**src/rtl/threefish_round_sequencer_if.sv**
```systemverilog
// Handshake bundle between the Threefish round sequencer and its datapath / host.
interface threefish_round_sequencer_if #(
    parameter int ROUND_W  = 8,
    parameter int SUBKEY_W = 5
);
    logic                key_wr;
    logic                tweak_wr;
    logic                block_wr;
    logic                abort;
    logic                ack;
    logic                load_wr;
    logic                round_wr;
    logic                subkey_inj;
    logic [SUBKEY_W-1:0] subkey_idx;
    logic [ROUND_W-1:0]  round;
    logic                block_out_reg_wr;
    logic                busy;
    logic                valid;

    modport master (
        output key_wr, tweak_wr, block_wr, abort, ack,
        input  load_wr, round_wr, subkey_inj, subkey_idx, round,
               block_out_reg_wr, busy, valid
    );

    modport slave (
        input  key_wr, tweak_wr, block_wr, abort, ack,
        output load_wr, round_wr, subkey_inj, subkey_idx, round,
               block_out_reg_wr, busy, valid
    );
endinterface

```
**src/rtl/threefish_round_sequencer.sv**
```systemverilog
// Round/subkey control sequencer for the Threefish block datapath.
// Optional macro THREEFISH_SEQ_BACK2BACK_EN: launch the next job directly from DONE on ack.
module threefish_round_sequencer #(
    parameter int ROUNDS           = 72,
    parameter int INJ_PERIOD       = 4,
    parameter int ROUNDS_PER_CYCLE = 1,
    parameter int ROUND_W          = 8,
    parameter int SUBKEY_W         = 5
) (
    input  logic clk,
    input  logic rst,
    threefish_round_sequencer_if.slave bus
);
    localparam int CYC_PER_INJ = INJ_PERIOD / ROUNDS_PER_CYCLE;
    localparam int PH_W        = (CYC_PER_INJ > 1) ? $clog2(CYC_PER_INJ) : 1;
    localparam logic [ROUND_W-1:0]  LAST_ROUND = ROUND_W'(ROUNDS - ROUNDS_PER_CYCLE);
    localparam logic [ROUND_W-1:0]  ROUND_STEP = ROUND_W'(ROUNDS_PER_CYCLE);
    localparam logic [PH_W-1:0]     PH_LAST    = PH_W'(CYC_PER_INJ - 1);
    localparam logic [SUBKEY_W-1:0] FINAL_IDX  = SUBKEY_W'(ROUNDS / INJ_PERIOD);

    generate
        if (ROUNDS_PER_CYCLE < 1 || INJ_PERIOD < 1 || ROUNDS < 1) begin : g_bad_zero
            $error("threefish_round_sequencer: ROUNDS, INJ_PERIOD, ROUNDS_PER_CYCLE must be positive");
        end
        if (ROUNDS % INJ_PERIOD != 0) begin : g_bad_rounds
            $error("threefish_round_sequencer: ROUNDS must be a multiple of INJ_PERIOD");
        end
        if (INJ_PERIOD % ROUNDS_PER_CYCLE != 0) begin : g_bad_rpc
            $error("threefish_round_sequencer: ROUNDS_PER_CYCLE must divide INJ_PERIOD");
        end
        if (ROUND_W < $clog2(ROUNDS)) begin : g_bad_round_w
            $error("threefish_round_sequencer: ROUND_W too small");
        end
        if (SUBKEY_W < $clog2(ROUNDS / INJ_PERIOD + 1)) begin : g_bad_subkey_w
            $error("threefish_round_sequencer: SUBKEY_W too small");
        end
    endgenerate

    typedef enum logic [1:0] {IDLE, RUN, FINAL, DONE} state_t;

    state_t              state_reg, state_next;
    logic [ROUND_W-1:0]  round_reg, round_next;
    logic [PH_W-1:0]     phase_reg, phase_next;
    logic [SUBKEY_W-1:0] sk_reg, sk_next;
    logic [2:0]          flag_reg, flag_next;
    logic [2:0]          strobe, pending;
    logic                go;

    logic                load_wr, round_wr, subkey_inj, block_out_reg_wr, valid;
    logic [SUBKEY_W-1:0] subkey_idx;
    logic [ROUND_W-1:0]  round;

    assign strobe = {bus.block_wr, bus.tweak_wr, bus.key_wr};

    // A write this cycle counts as already collected, so go can fire on the last strobe.
    genvar gi;
    generate
        for (gi = 0; gi < 3; gi++) begin : g_pending
            assign pending[gi] = flag_reg[gi] | strobe[gi];
        end
    endgenerate

    assign go = (&pending) & ~rst;

    always_ff @(posedge clk or posedge rst) begin
        if (rst) begin
            state_reg <= IDLE;
            round_reg <= '0;
            phase_reg <= '0;
            sk_reg    <= '0;
            flag_reg  <= '0;
        end else begin
            state_reg <= state_next;
            round_reg <= round_next;
            phase_reg <= phase_next;
            sk_reg    <= sk_next;
            flag_reg  <= flag_next;
        end
    end

    always_comb begin
        state_next       = state_reg;
        round_next       = round_reg;
        phase_next       = phase_reg;
        sk_next          = sk_reg;
        flag_next        = pending;
        load_wr          = 1'b0;
        round_wr         = 1'b0;
        subkey_inj       = 1'b0;
        subkey_idx       = '0;
        round            = '0;
        block_out_reg_wr = 1'b0;
        valid            = 1'b0;

        case (state_reg)
            IDLE: begin
                if (bus.abort) begin
                    flag_next = '0;
                end else if (go) begin
                    load_wr    = 1'b1;
                    flag_next  = '0;
                    round_next = '0;
                    phase_next = '0;
                    sk_next    = '0;
                    state_next = RUN;
                end
            end
            RUN: begin
                round_wr   = 1'b1;
                round      = round_reg;
                subkey_inj = (phase_reg == '0);
                subkey_idx = sk_reg;
                if (bus.abort) begin
                    state_next = IDLE;
                    flag_next  = '0;
                    round_next = '0;
                    phase_next = '0;
                    sk_next    = '0;
                end else if (round_reg == LAST_ROUND) begin
                    state_next = FINAL;
                    round_next = '0;
                    phase_next = '0;
                    sk_next    = '0;
                end else begin
                    round_next = round_reg + ROUND_STEP;
                    // phase tracks position inside an injection period; the subkey index follows its wrap
                    if (phase_reg == PH_LAST) begin
                        phase_next = '0;
                        sk_next    = sk_reg + SUBKEY_W'(1);
                    end else begin
                        phase_next = phase_reg + PH_W'(1);
                    end
                end
            end
            FINAL: begin
                subkey_inj = 1'b1;
                subkey_idx = FINAL_IDX;
                if (bus.abort) begin
                    state_next = IDLE;
                    flag_next  = '0;
                end else begin
                    block_out_reg_wr = 1'b1;
                    state_next       = DONE;
                end
            end
            DONE: begin
                valid = 1'b1;
                if (bus.abort) begin
                    state_next = IDLE;
                    flag_next  = '0;
                end else if (bus.ack) begin
`ifdef THREEFISH_SEQ_BACK2BACK_EN
                    if (go) begin
                        load_wr    = 1'b1;
                        flag_next  = '0;
                        round_next = '0;
                        phase_next = '0;
                        sk_next    = '0;
                        state_next = RUN;
                    end else begin
                        state_next = IDLE;
                    end
`else
                    state_next = IDLE;
`endif
                end
            end
            default: begin
                state_next = IDLE;
                flag_next  = '0;
            end
        endcase
    end

    assign bus.load_wr          = load_wr;
    assign bus.round_wr         = round_wr;
    assign bus.subkey_inj       = subkey_inj;
    assign bus.subkey_idx       = subkey_idx;
    assign bus.round            = round;
    assign bus.block_out_reg_wr = block_out_reg_wr;
    assign bus.valid            = valid;
    assign bus.busy             = (state_reg != IDLE);
endmodule

```
**src/flat_wrapper.sv**
```systemverilog
// flat-port wrapper written by rule: the top's interface ports become plain ports
module threefish_round_sequencer_flat 
#(
    parameter int ROUNDS           = 72,
    parameter int INJ_PERIOD       = 4,
    parameter int ROUNDS_PER_CYCLE = 1,
    parameter int ROUND_W          = 8,
    parameter int SUBKEY_W         = 5
)
  (clk, rst, bus_key_wr, bus_tweak_wr, bus_block_wr, bus_abort, bus_ack, bus_load_wr, bus_round_wr, bus_subkey_inj, bus_subkey_idx, bus_round, bus_block_out_reg_wr, bus_busy, bus_valid);
  threefish_round_sequencer_if #(.ROUND_W(ROUND_W), .SUBKEY_W(SUBKEY_W)) bus_i ();
  input  logic clk;
  input  logic rst;
  input wire logic [$bits(bus_i.key_wr)-1:0] bus_key_wr;
  input wire logic [$bits(bus_i.tweak_wr)-1:0] bus_tweak_wr;
  input wire logic [$bits(bus_i.block_wr)-1:0] bus_block_wr;
  input wire logic [$bits(bus_i.abort)-1:0] bus_abort;
  input wire logic [$bits(bus_i.ack)-1:0] bus_ack;
  output wire logic [$bits(bus_i.load_wr)-1:0] bus_load_wr;
  output wire logic [$bits(bus_i.round_wr)-1:0] bus_round_wr;
  output wire logic [$bits(bus_i.subkey_inj)-1:0] bus_subkey_inj;
  output wire logic [$bits(bus_i.subkey_idx)-1:0] bus_subkey_idx;
  output wire logic [$bits(bus_i.round)-1:0] bus_round;
  output wire logic [$bits(bus_i.block_out_reg_wr)-1:0] bus_block_out_reg_wr;
  output wire logic [$bits(bus_i.busy)-1:0] bus_busy;
  output wire logic [$bits(bus_i.valid)-1:0] bus_valid;
  assign bus_i.key_wr = bus_key_wr;
  assign bus_i.tweak_wr = bus_tweak_wr;
  assign bus_i.block_wr = bus_block_wr;
  assign bus_i.abort = bus_abort;
  assign bus_i.ack = bus_ack;
  assign bus_load_wr = bus_i.load_wr;
  assign bus_round_wr = bus_i.round_wr;
  assign bus_subkey_inj = bus_i.subkey_inj;
  assign bus_subkey_idx = bus_i.subkey_idx;
  assign bus_round = bus_i.round;
  assign bus_block_out_reg_wr = bus_i.block_out_reg_wr;
  assign bus_busy = bus_i.busy;
  assign bus_valid = bus_i.valid;
  threefish_round_sequencer #(.ROUNDS(ROUNDS), .INJ_PERIOD(INJ_PERIOD), .ROUNDS_PER_CYCLE(ROUNDS_PER_CYCLE), .ROUND_W(ROUND_W), .SUBKEY_W(SUBKEY_W)) u_core (.clk(clk), .rst(rst), .bus(bus_i));
endmodule
```
**config.mk**
```make
export PLATFORM = sky130hd
export DESIGN_NAME = threefish_round_sequencer_flat
export DESIGN_NICKNAME = d
export VERILOG_FILES = /design/src/rtl/threefish_round_sequencer_if.sv /design/src/rtl/threefish_round_sequencer.sv /design/src/flat_wrapper.sv
export SDC_FILE = /design/constraint.sdc
export NUM_CORES = 1
export LEC_CHECK = 0
export ABC_AREA = 1
export CAP_MARGIN = 30
export CELL_PAD_IN_SITES_DETAIL_PLACEMENT = 0
export CELL_PAD_IN_SITES_GLOBAL_PLACEMENT = 1
export CORE_MARGIN = 3
export CORE_UTILIZATION = 37
export DETAILED_ROUTE_END_ITERATION = 16
export PLACE_DENSITY_LB_ADDON = 0.1
export SLEW_MARGIN = 10
export SYNTH_ARGS = -nofsm -noshare
export SYNTH_HDL_FRONTEND = slang
export SYNTH_SLANG_ARGS = --single-unit
export TNS_END_PERCENT = 5
```
**constraint.sdc**
```tcl
create_clock -name clk -period 1.8 [get_ports clk]
set_input_delay 0.27 -clock clk [delete_from_list [all_inputs] [get_ports clk]]
set_output_delay 0.27 -clock clk [all_outputs]
set_load 0.03 [all_outputs]
```
# Word level (Yosys, flattened, before mapping)
# Cells that the tools add are included.
dict set report totals {
  input_bits 7
  wordCells 71
  regBits 20
}
dict set report op_classes {
  n_reduce_logical 9
  n_addsub 3
  bitwise 5
  n_eq_ne 10
  n_mux 39
}
# op n
set ops {}
lappend ops {{2-to-1 mux 8 bit} 5}
lappend ops {{2-to-1 mux 5 bit} 5}
lappend ops {{2-to-1 mux 2 bit} 12}
lappend ops {{case mux 5 bit (2 select lines)} 2}
lappend ops {{case mux 8 bit (2 select lines)} 1}
lappend ops {{2-to-1 mux 3 bit} 3}
lappend ops {{adder 8 x 1 -> 8 bit, second input constant} 1}
lappend ops {{== test 8 x 7 -> 1 bit, second input constant} 1}
lappend ops {{case mux 2 bit (4 select lines)} 1}
lappend ops {{AND reduction 4 bit} 2}
lappend ops {{2-to-1 mux 1 bit} 7}
lappend ops {{== test 2 bit, second input constant} 3}
lappend ops {{case mux 3 bit (2 select lines)} 1}
lappend ops {{AND reduction 3 bit} 2}
lappend ops {{adder 5 x 1 -> 5 bit, second input constant} 1}
lappend ops {{zero test 2 bit} 2}
lappend ops {{inequality test 4 x 2 -> 1 bit, second input constant} 1}
lappend ops {{case mux 2 bit (2 select lines)} 1}
lappend ops {{nonzero test 2 bit} 2}
lappend ops {{inequality test 3 x 2 -> 1 bit, second input constant} 1}
lappend ops {{inequality test 3 bit, second input constant} 1}
lappend ops {{bitwise OR 1 bit} 3}
lappend ops {{OR reduction 3 bit} 1}
lappend ops {{adder 2 x 1 -> 2 bit, second input constant} 1}
lappend ops {{6 further kinds} 6}

# Depth between registers and ports, before layout
# Gate-level depths: netlist (run 1).
dict set report logic_depth {
  ltp_word 6
  ltp_mapped 9
}

# Worst setup path before layout (run 1)
# Ideal clock, no wire load.
dict set report synth_timing {
  path_kind {flip-flop to output port}
  startpoint {register u_core.state_reg[1]}
  endpoint {output port bus_round[0]}
  path_stages_with_launch 7
  t_arrival_ns 1.587
  path_buffers 2
  path_slack_ns -0.057
  cell_sequence {dfrtp_1 -> inv_1 -> ha_1 -> buf_4 -> clkbuf_1 -> nand2_1 -> inv_1}
}
dict set report synth_between {
  elab_chain_len 2
}
# item line
set synth_rtl {}
lappend synth_rtl {{start, declared} threefish_round_sequencer.sv:41} ;# state_t state_reg, state_next;
lappend synth_rtl {{start signal, assigned} threefish_round_sequencer.sv:73} ;# state_reg <= state_next;
lappend synth_rtl {{== test 2 x 1 -> 1 bit} threefish_round_sequencer.sv:95} ;# case (state_reg)
lappend synth_rtl {{2-to-1 mux 8 bit} threefish_round_sequencer.sv:95}
lappend synth_rtl {{end, declared} flat_wrapper.sv:23} ;# output wire logic [$bits(bus_i.round)-1:0] bus_round;
# No other way between the ends.

# Final worst setup path (run 1)
dict set report layout_timing {
  startpoint {register u_core.state_reg[1]}
  endpoint {output port bus_load_wr}
}
dict set report layout_between {
  elab_chain_len 2
}
# item line
set layout_rtl {}
lappend layout_rtl {{zero test 2 bit} threefish_round_sequencer.sv:95}
lappend layout_rtl {{2-to-1 mux 1 bit} threefish_round_sequencer.sv:95}
lappend layout_rtl {{end, declared} flat_wrapper.sv:19} ;# output wire logic [$bits(bus_i.load_wr)-1:0] bus_load_wr;
# No other way between the ends.

==> metrics.md, run 1 <==
| Metric | Value |
|---|---|
| Run status | `complete, no violations` |
| Worst EP required | `1.53 ns` |
| Net count after synthesis | `225` |
| Post-Route Skew | `~0.009 ns` |
| Cell area power density | `1230 nW/um^2` |
| Total track usage | `between 10% and 20%` |
| Met1 Routed Length | `~1600 microns` |
| Buffer depth of the longest clock path | `2` |
| Critical path fanouts, max | `4` |
| Seq/Total Area, Yosys | `34.5%` |
| Arr. time, crit path | `around 1.5 ns` |
| Number of antenna-violating nets in the routed design | `0` |
| Crit-path cells | `inv_2 -> ha_2 -> buf_4 -> nand4_1 -> inv_1 -> buf_4` |
| Total non-filler cell area in the finished layout | `1800 sq um` |
| Number of port buffers | `25` |
| Synthesized instance count | `209` |
| Final Wtd Congestion | `0.810` |
| Achievable frequency | `between 500 and 600 MHz` |
| Placement-stage cell area | `about 1700 sq um` |
| Standby leakage power | `1.01 nW` |
| Min Clock Period, post-route | `1.72 ns` |
| Highest-count cells in the layout ignoring fill and taps | `nand2_1 (67), inv_1 (26), buf_4 (23)` |
| Via count of the first global-routing pass | `between 1,000 and 1,500` |
| # diodes | `0` |
| Die outline area | `between 4000 and 5000 sq um` |
| H-tree depth reported by CTS | `1` |
| Tightest slew margin relative to the limit | `69.8%` |
| Post-synthesis instance area | `1450 sq um` |
| Cell occurring most often along the worst timing path | `buf_4` |
| Total number of vias | `1,349` |
| Kind of end point of the critical path | `output pin` |
| Synth top area share | `34.5%` |
| Family of cells with the greatest summed delay on the critical path | `buffers and inverters` |
| Number of nets in the finished design | `257` |
| Pin slew with the least headroom to its limit | `about 0.45 ns` |
| Dpl hpwl | `roughly 2500 microns` |
| Clock Latency Late Sink | `roughly 0.26 ns` |
| Share of the clock period used by the worst path | `95.3%` |
| Final design utilization | `48.3%` |
| Critical Path Slowest Stage Cell | `dfrtp_1` |
| Clock-pin slew on the worst setup and hold paths | `approximately 0.080 ns` |
| Layout Area Growth over Synthesis | `23.7%` |
| Setup total negative slack | `0 ns` |
| Clk Tree Root Cell | `clkbuf_8` |
| Number of buffers added by the clock tree synthesis step | `3` |
| Routed wire per std cell | `11.4 microns` |
| Routed vias/inst | `between 4 and 5` |
| Placeable core region | `3720 sq um` |
| Flip-flop and latch count after synthesis | `20` |
| Fill count | `386` |
| Number of buffers and inverters on the critical path | `4` |
| Flip-flop count of the largest register, all copies and words added | `8` |
| Number of DRC markers after the initial detailed-route iteration | `80` |
| Wire length of the first global-routing pass | `about 5800 microns` |
| Share of post-route cells with drive strength above 1 | `21.8%` |
| Sum of routed wire length over all layers | `around 3300 microns` |
| Total clock sinks | `20` |
| Tot Pwr | `2.20 mW` |
| Top cells by area in the synthesized netlist | `dfrtp_1 (34%), nand2_1 (17%), ha_1 (7.8%), nand3_1 (7.6%), inv_1 (7.2%)` |
| Horizontal die dimension | `68.6 microns` |
| Antenna violations before repair | `0` |
| Crit path kind | `flop to output pin` |
| Delay of the slowest cell on the worst path | `0.43 ns` |
| CTS tree | `built` |
| Post-synthesis average cell area | `slightly below 7 sq um` |
| Setup Viol. Count Final | `0` |
| Routed length on met3 | `~150 microns` |
| Worst min path class | `primary input to asynchronous set/reset pin` |
| Number of DRC violations after detailed routing | `0` |
| Routed length on met2 | `1500 microns` |
| Die H | `68.6 microns` |
| Count of distinct cell types in the synthesized netlist | `24` |
| IO Count | `26` |
| RSZ-0062 raised after global routing | `no` |
| Fin. Hold Viols | `0` |
| Crit path launch type | `flop` |
| Most common library cell in the layout ignoring fill and taps | `nand2_1` |
| Final-report max-slew violation count | `0` |
| Number of rows created at floorplan | `22` |
| Effective utilization at floorplan | `39.1%` |
| VDD IR-drop max | `0.000750 V` |
| First drt pass iteration count | `4` |
| Yosys warns | `0` |
| Pin count of the biggest net entering global routing | `21` |
| Post-synthesis cell type with the largest combined area | `dfrtp_1` |
| Max Cap Violations | `0` |
| Top sig layer | `met4` |
| Total congestion overflow after global routing | `0` |
==> cell families after synthesis <==
family                     after synthesis  synth area share (%)
DFF                                     20                  34.5
xor gates and xnor gates                 4                  2.41
AOI/OAI and AO/OA                       10                  4.22
buffers and inverters                   40                  11.5
and+or+nand+nor                        126                  39.7
adders and majority gates                9                  7.76
==> Yosys cell counts (all sizes together) <==
| cell type | count |
|---|---|
| nand2 | 72 |
| inv | 35 |
| nand3 | 24 |
| nor2 | 24 |
| dfrtp | 20 |
| ha | 9 |
| o21ai | 6 |
| nand4 | 5 |
| a21oi | 4 |
| buf | 4 |
| xor2 | 3 |
| clkbuf | 1 |
| or2 | 1 |
| xnor2 | 1 |
==> layer usage <==
| metal | GRT usage (%) | vias to the layer above |
|---|---|---|
| met3 | 2.43 | 2 |
| li1 | - | 702 |
| met2 | 26.7 | 26 |
| met5 | 0 | - |
| met1 | 22.3 | 619 |
| met4 | 3.72 | 0 |
==> layout make-up <==
type                       instances  area [sq um]  share of cell area, %
sequential                        20           502                   27.9
timing repair buffer              32           262                   14.6
tap                               48          60.1                   3.34
inverter                          35           131                   7.32
multi-input combinational        149           800                   44.5
clock buffer                       3          41.3                   2.30
==> power breakdown <==
group          internal, mW  leakage (nW)  switching [mW]
combinational         0.465         0.715           0.826
sequential            0.529         0.270          0.0887
clock                 0.149        0.0216           0.145
==> metrics by stage <==
stage          instances  setup slack (ns)  hold slack (ns)
2_1_floorplan        209            0.0372            0.234
3_3_place_gp         282             0.104            0.483
3_5_place_dp         282            0.0787            0.492
4_1_cts              285           0.00912            0.400
5_1_grt              287           0.00282            0.446
6_report             287            0.0847            0.384
==> tightest hold or removal path: stages <==
cell and delay (ns):
clkdlybuf4s50_1 0.43, inv_1 0.06, buf_4 0.27
==> repair_timing <==
item | CTS | global route
endpoints found under the setup margin | 12 | 23
pin swaps | 0 | 0
hold buffers | 0 | 0
gates resized for setup | 4 | 4
setup buffers | 0 | 2
gates cloned | 0 | 0
==> path summary, 6_finish.rpt <==
| check | endpoint | startpoint | cells after the start | slack [ns] |
|---|---|---|---|---|
| worst max-delay path | bus_load_wr | u_core.state_reg[1]$_DFFE_PP0P_ | 6 | 0.08 |
| worst min-delay path | u_core.flag_reg[0]$_DFF_PP0_ | rst | 3 | 0.38 |
| worst max register to register | u_core.sk_reg[3]$_DFFE_PP0P_ | u_core.state_reg[1]$_DFFE_PP0P_ | 7 | 0.19 |
| worst min register to register | u_core.flag_reg[1]$_DFF_PP0_ | u_core.flag_reg[1]$_DFF_PP0_ | 2 | 0.50 |
| max in group asynchronous | u_core.state_reg[0]$_DFFE_PP0P_ | rst | 3 | 1.19 |
| min in group clk | u_core.flag_reg[1]$_DFF_PP0_ | u_core.flag_reg[1]$_DFF_PP0_ | 2 | 0.50 |
Power figures use the tool's default switching activity.
==> run 2: changes to the inputs <==
- CORE_UTILIZATION: 37 -> 33
- clock period: 1.8 -> 1.51 ns (I/O delays scaled with it)
==> metrics.md, run 2 (synthesis results as in run 1) <==
| Metric | Value |
|---|---|
| Run status | `finished with violations (was complete, no violations)` |
| Violations in the final reports | `negative setup slack` |
| Clock-pin slew on the worst setup and hold paths | `0.08 ns (about the same)` |
| Placeable core region | `4120 sq um (was 3720 sq um)` |
| Total track usage | `14.6% (was 16.2%)` |
| Number of rows created at floorplan | `23 (was 22)` |
| Number of buffers and inverters on the critical path | `4 (unchanged)` |
| Final Wtd Congestion | `0.817 (was 0.810)` |
| CTS tree | `built (unchanged)` |
| Total congestion overflow after global routing | `0 (unchanged)` |
| Pin count of the biggest net entering global routing | `21 (unchanged)` |
| Dpl hpwl | `2690 microns (was 2480 microns)` |
| Post-Route Skew | `0.00803 ns (was 0.00904 ns)` |
| IO Count | `26 (unchanged)` |
| Post-route setup slack | `-0.134 ns (was 0.0847 ns)` |
| Share of post-route cells with drive strength above 1 | `35.3% (was 21.8%)` |
| Final design utilization | `49.9% (was 48.3%)` |
| Wire length of the first global-routing pass | `6210 microns (was 5800 microns)` |
| VDD IR-drop max | `0.00103 V (was 0.000750 V)` |
| Fin. Hold Viols | `0 (unchanged)` |
| # hold bufs at CTS | `0 (unchanged)` |
| Routed wire per std cell | `11.7 microns (was 11.4 microns)` |
| Worst min path class | `primary input to asynchronous set/reset pin (unchanged)` |
| Die H | `72.3 microns (was 68.6 microns)` |
| RSZ-0062 raised after global routing | `yes (was no)` |
| Crit-path cells | `inv_2 -> ha_2 -> inv_2 -> buf_6 -> a21oi_4 -> buf_6 (was inv_2 -> ha_2 -> buf_4 -> nand4_1 -> inv_1 -> buf_4)` |
| Antenna violations before repair | `0 (unchanged)` |
| Number of DRC violations after detailed routing | `0 (unchanged)` |
| Flip-flop count of the largest register, all copies and words added | `8 (unchanged)` |
| Clk Tree Root Cell | `clkbuf_8 (unchanged)` |
| Number of DRC markers after the initial detailed-route iteration | `30 (was 80)` |
| Cell area power density | `1590 nW/um^2 (was 1230 nW/um^2)` |
| Crit path kind | `flop to output pin (unchanged)` |
| Family of cells with the greatest summed delay on the critical path | `flip-flops (was buffers and inverters)` |
| Number of buffers added by the clock tree synthesis step | `3 (unchanged)` |
| Setup Viol. Count Final | `19 (was 0)` |
| H-tree depth reported by CTS | `1 (unchanged)` |
| Arr. time, crit path | `1.42 ns (was 1.45 ns)` |
| Most common library cell in the layout ignoring fill and taps | `nand2_1 (unchanged)` |
| Pin slew with the least headroom to its limit | `0.409 ns (was 0.452 ns)` |
| Highest-count cells in the layout ignoring fill and taps | `nand2_1 (62), nand3_1 (22), inv_2 (21) (was nand2_1 (67), inv_1 (26), buf_4 (23))` |
| Crit path launch type | `flop (unchanged)` |
| Max Cap Violations | `0 (unchanged)` |
| Placed instance count | `294 (was 282)` |
| Clock Latency Late Sink | `0.26 ns (about the same)` |
| Standby leakage power | `1.08 nW (was 1.01 nW)` |
| Buffer depth of the longest clock path | `2 (unchanged)` |
| Setup total negative slack | `-1.37 ns (was 0 ns)` |
| Worst EP required | `1.28 ns (was 1.53 ns)` |
| Min Clock Period, post-route | `1.64 ns` |
| Total non-filler cell area in the finished layout | `2050 sq um (was 1800 sq um)` |
| Number of nets in the finished design | `269 (was 257)` |
| Total clock sinks | `20 (unchanged)` |
| Kind of end point of the critical path | `output pin (unchanged)` |
| Achievable frequency | `608 MHz` |
| Tot Pwr | `3.28 mW (was 2.20 mW)` |
| Share of the clock period used by the worst path | `109%` |
| Number of port buffers | `25 (unchanged)` |
| Layout Area Growth over Synthesis | `41.6% (was 23.7%)` |
| # diodes | `0 (unchanged)` |
| Tightest slew margin relative to the limit | `72.7% (was 69.8%)` |
| Delay of the slowest cell on the worst path | `0.46 ns (was 0.43 ns)` |
| Final-report max-slew violation count | `0 (unchanged)` |
| Routed vias/inst | `4.67 (was 4.70)` |
| Final instance count without filler cells | `302 (was 287)` |
| Die outline area | `5230 sq um (was 4710 sq um)` |
| First drt pass iteration count | `4 (unchanged)` |
| Placement-stage cell area | `1840 sq um (was 1720 sq um)` |
| Via count of the first global-routing pass | `1,401 (was 1,280)` |
| Number of antenna-violating nets in the routed design | `0 (unchanged)` |
| Effective utilization at floorplan | `35.3% (was 39.1%)` |
| Horizontal die dimension | `72.3 microns (was 68.6 microns)` |
| Critical Path Slowest Stage Cell | `dfrtp_2 (was dfrtp_1)` |
| Fill count | `423 (was 386)` |
| Critical path fanouts, max | `4 (unchanged)` |
| Total number of vias | `1,409 (was 1,349)` |
| Sum of routed wire length over all layers | `3520 microns (was 3280 microns)` |
## run 2: stage by stage
stage | setup slack [ns] | hold slack, ns
6_report | -0.134 | 0.348
5_1_grt | -0.201 | 0.387
4_1_cts | -0.170 | 0.352
3_5_place_dp | -0.168 | 0.502
3_3_place_gp | -0.118 | 0.490
2_1_floorplan | -0.0593 | 0.190
## run 2: timing repair
action                                  in CTS  in global routing
endpoints found under the hold margin        0                  0
resized for setup                           25                 12
pin swaps                                    2                  2
setup buffers                                0                  4
endpoints found under the setup margin      30                 34
## run 2: layout make-up
class | count | area, sq um | share of cell area [%]
inverters | 35 | 131 | 6.39
multi-input cells | 149 | 856 | 41.7
well taps | 50 | 62.6 | 3.05
flip-flops and latches | 20 | 502 | 24.4
clock inverters | 1 | 30.0 | 1.46
repair buffers | 44 | 432 | 21.0
clock buffers | 3 | 41.3 | 2.01
## run 2: routing by layer
metal,track usage [%],part of all wire [%],vias to the layer above
li1,-,-,728
met1,18.2,45,652
met2,26.6,51,27
met3,1.80,2.9,2
met4,3.55,0.48,0
met5,0,0,-
## run 2: worst register-to-register path: cells and delay by family (launching register included)
family	cells	cell delay [ns]
and+or+nand+nor	4	0.68
DFF	1	0.46
adders and majority gates	1	0.23
buffers and inverters	1	0.09
## run 2: worst paths after layout
| kind | start | to | slack (ns) | cells past startpoint |
|---|---|---|---|---|
| worst max-delay path | u_core.state_reg[0]$_DFFE_PP0P_ | bus_subkey_idx[4] | -0.13 | 6 |
| worst min-delay path | rst | u_core.round_reg[4]$_DFFE_PP0P_ | 0.35 | 3 |
| worst max register to register | u_core.state_reg[0]$_DFFE_PP0P_ | u_core.sk_reg[0]$_DFFE_PP0P_ | 0 | 6 |
| worst min register to register | u_core.flag_reg[0]$_DFF_PP0_ | u_core.flag_reg[0]$_DFF_PP0_ | 0.51 | 2 |
| max in group asynchronous | rst | u_core.state_reg[0]$_DFFE_PP0P_ | 0.92 | 3 |
| min in group clk | u_core.flag_reg[0]$_DFF_PP0_ | u_core.flag_reg[0]$_DFF_PP0_ | 0.51 | 2 |
## run 2: power by group
group	internal [mW]	total, mW	switching [mW]
Combinational	0.834	2.01	1.17
Sequential	0.630	0.728	0.0984
Clock	0.354	0.538	0.185
Total	1.82	3.28	1.46
==> run 3: changes to the inputs <==
- RECOVER_POWER: unset -> 50
==> metrics.md, run 3 (synthesis results as in run 1) <==
| Metric | Value |
|---|---|
| Run status | `finished with violations (unchanged)` |
| Violations in the final reports | `negative setup slack (unchanged)` |
| Clock-pin slew on the worst setup and hold paths | `0.07 ns (was 0.08 ns)` |
| Standby leakage power | `1.08 nW (about the same)` |
| Total clock sinks | `20 (unchanged)` |
| Total non-filler cell area in the finished layout | `2050 sq um (about the same)` |
| Kind of end point of the critical path | `output pin (unchanged)` |
| Wire length of the first global-routing pass | `6210 microns (unchanged)` |
| Worst reg2reg path endpoint | `u_core.sk_reg[0]$_DFFE_PP0P_ (unchanged)` |
| Critical path fanouts, max | `6 (was 4)` |
| Worst-case hold path end point | `u_core.flag_reg[0]$_DFF_PP0_` |
| Crit path launch type | `flop (unchanged)` |
| Total number of vias | `1,403 (was 1,409)` |
| Number of nets in the finished design | `269 (unchanged)` |
| Layout Area Growth over Synthesis | `41.4% (was 41.6%)` |
| Effective utilization at floorplan | `35.3% (unchanged)` |
| Start point of the worst min-delay path | `u_core.flag_reg[0]$_DFF_PP0_` |
| First drt pass iteration count | `4 (unchanged)` |
| Tightest slew margin relative to the limit | `63.8% (was 72.7%)` |
| Share of post-route cells with drive strength above 1 | `35.3% (unchanged)` |
| Setup total negative slack | `-1.38 ns (was -1.37 ns)` |
| Hold path cells | `2` |
| Number of antenna-violating nets in the routed design | `0 (unchanged)` |
| Worst reg-to-reg path cell count | `6 (unchanged)` |
| Final design utilization | `49.9% (about the same)` |
| Final-report max-slew violation count | `0 (unchanged)` |
| Crit path kind | `flop to output pin (unchanged)` |
| IO Count | `26 (unchanged)` |
| Die outline area | `5230 sq um (unchanged)` |
| Cell area power density | `1600 nW/um^2 (was 1590 nW/um^2)` |
| Placeable core region | `4120 sq um (unchanged)` |
| Arr. time, crit path | `1.42 ns (about the same)` |
| Number of port buffers | `25 (unchanged)` |
| Worst EP required | `1.28 ns (about the same)` |
| Dpl hpwl | `2690 microns (unchanged)` |
| Final Wtd Congestion | `0.817 (unchanged)` |
| Worst min path class | `flop to flop (was primary input to asynchronous set/reset pin)` |
| Via count of the first global-routing pass | `1,401 (unchanged)` |
| Pin count of the biggest net entering global routing | `21 (unchanged)` |
| Horizontal die dimension | `72.3 microns (unchanged)` |
| Sum of routed wire length over all layers | `3520 microns (about the same)` |
| Pin slew with the least headroom to its limit | `0.542 ns (was 0.409 ns)` |
| Routed vias/inst | `4.65 (was 4.67)` |
| Share of the clock period used by the worst path | `109% (about the same)` |
| Final instance count without filler cells | `302 (unchanged)` |
| Post-Route Skew | `0.00827 ns (was 0.00803 ns)` |
| H-tree depth reported by CTS | `1 (unchanged)` |
| Number of buffers added by the clock tree synthesis step | `3 (unchanged)` |
| Antenna violations before repair | `0 (unchanged)` |
| Setup Viol. Count Final | `19 (unchanged)` |
| Critical register-to-register path startpoint | `u_core.state_reg[0]$_DFFE_PP0P_ (unchanged)` |
| VDD IR-drop max | `0.00103 V (about the same)` |
| # hold bufs at CTS | `0 (unchanged)` |
| Placement-stage cell area | `1840 sq um (unchanged)` |
| Clk Tree Root Cell | `clkbuf_8 (unchanged)` |
| Total congestion overflow after global routing | `0 (unchanged)` |
| RSZ-0062 raised after global routing | `yes (unchanged)` |
| Buffer depth of the longest clock path | `2 (unchanged)` |
| Fin. Hold Viols | `0 (unchanged)` |
| CTS tree | `built (unchanged)` |
| Achievable frequency | `608 MHz (about the same)` |
| Placed instance count | `294 (unchanged)` |
| Highest-count cells in the layout ignoring fill and taps | `nand2_1 (62), nand3_1 (22), inv_2 (21) (unchanged)` |
| Flip-flop count of the largest register, all copies and words added | `8 (unchanged)` |
| Number of rows created at floorplan | `23 (unchanged)` |
| Post-route setup slack | `-0.134 ns (about the same)` |
| Max Cap Violations | `0 (unchanged)` |
| Register-to-register setup slack | `0 ns (about the same)` |
| Min Clock Period, post-route | `1.64 ns (about the same)` |
| Clock Latency Late Sink | `0.26 ns (about the same)` |
| Number of DRC markers after the initial detailed-route iteration | `30 (unchanged)` |
| Routed wire per std cell | `11.7 microns (about the same)` |
| Die H | `72.3 microns (unchanged)` |
| # diodes | `0 (unchanged)` |
| Number of DRC violations after detailed routing | `0 (unchanged)` |
| Most common library cell in the layout ignoring fill and taps | `nand2_1 (unchanged)` |
| Total track usage | `14.6% (unchanged)` |
## run 3: final cells by class
type	instances	area (sq um)
Tap cell	50	62.6
Sequential cell	20	502
Fill cell	424	2060
Clock buffer	3	41.3
Timing Repair Buffer	44	429
Clock inverter	1	30.0
Inverter	35	131
Multi-Input combinational cell	149	856
## run 3: worst max-delay path by stage
stage	startpoint	to	slack [ns]
2_1_floorplan	u_core.state_reg[1]$_DFFE_PP0P_	bus_subkey_idx[4]	-0.06
3_3_place_gp	bus_abort	u_core.phase_reg[0]$_DFFE_PP0P_	-0.12
3_5_place_dp	bus_abort	u_core.phase_reg[0]$_DFFE_PP0P_	-0.17
4_1_cts	u_core.state_reg[0]$_DFFE_PP0P_	bus_subkey_idx[1]	-0.17
5_1_grt	u_core.state_reg[1]$_DFFE_PP0P_	bus_subkey_inj	-0.20
6_report	u_core.state_reg[1]$_DFFE_PP0P_	bus_subkey_idx[1]	-0.13
## run 3: layer usage
layer	vias to the layer above	part of all wire [%]	global-route usage [%]
li1	729	-	-
met1	649	46	18.2
met2	23	51	26.6
met3	2	2.6	1.80
met4	0	0.48	3.55
met5	-	0	0
## run 3: what timing repair did
item                       4_1_cts  5_1_grt
setup endpoints to repair       30       34
buffers inserted                 0        4
gates resized for setup         25       12
cloned                           0        0
pin swaps                        2        2
## run 3: worst max-delay path, cell delays in order (launching register included)
cell	delay (ns)
dfrtp_1	0.41
inv_2	0.10
ha_4	0.18
buf_12	0.12
nand2_2	0.06
a21oi_4	0.15
buf_6	0.14
## run 3: stage by stage
step	hold slack (ns)	setup WS, ns	power [mW]
after CTS	0.352	-0.170	3.11
after detailed placement	0.502	-0.168	2.45
after global routing	0.545	-0.201	3.52
final	0.516	-0.134	3.27
after global placement	0.490	-0.118	2.41
after floorplan	0.190	-0.0593	1.84
## run 3: power by group
| group | switching, mW | total, mW | internal (mW) |
|---|---|---|---|
| Clock | 0.185 | 0.539 | 0.354 |
| Combinational | 1.18 | 2.01 | 0.833 |
| Sequential | 0.0978 | 0.728 | 0.630 |
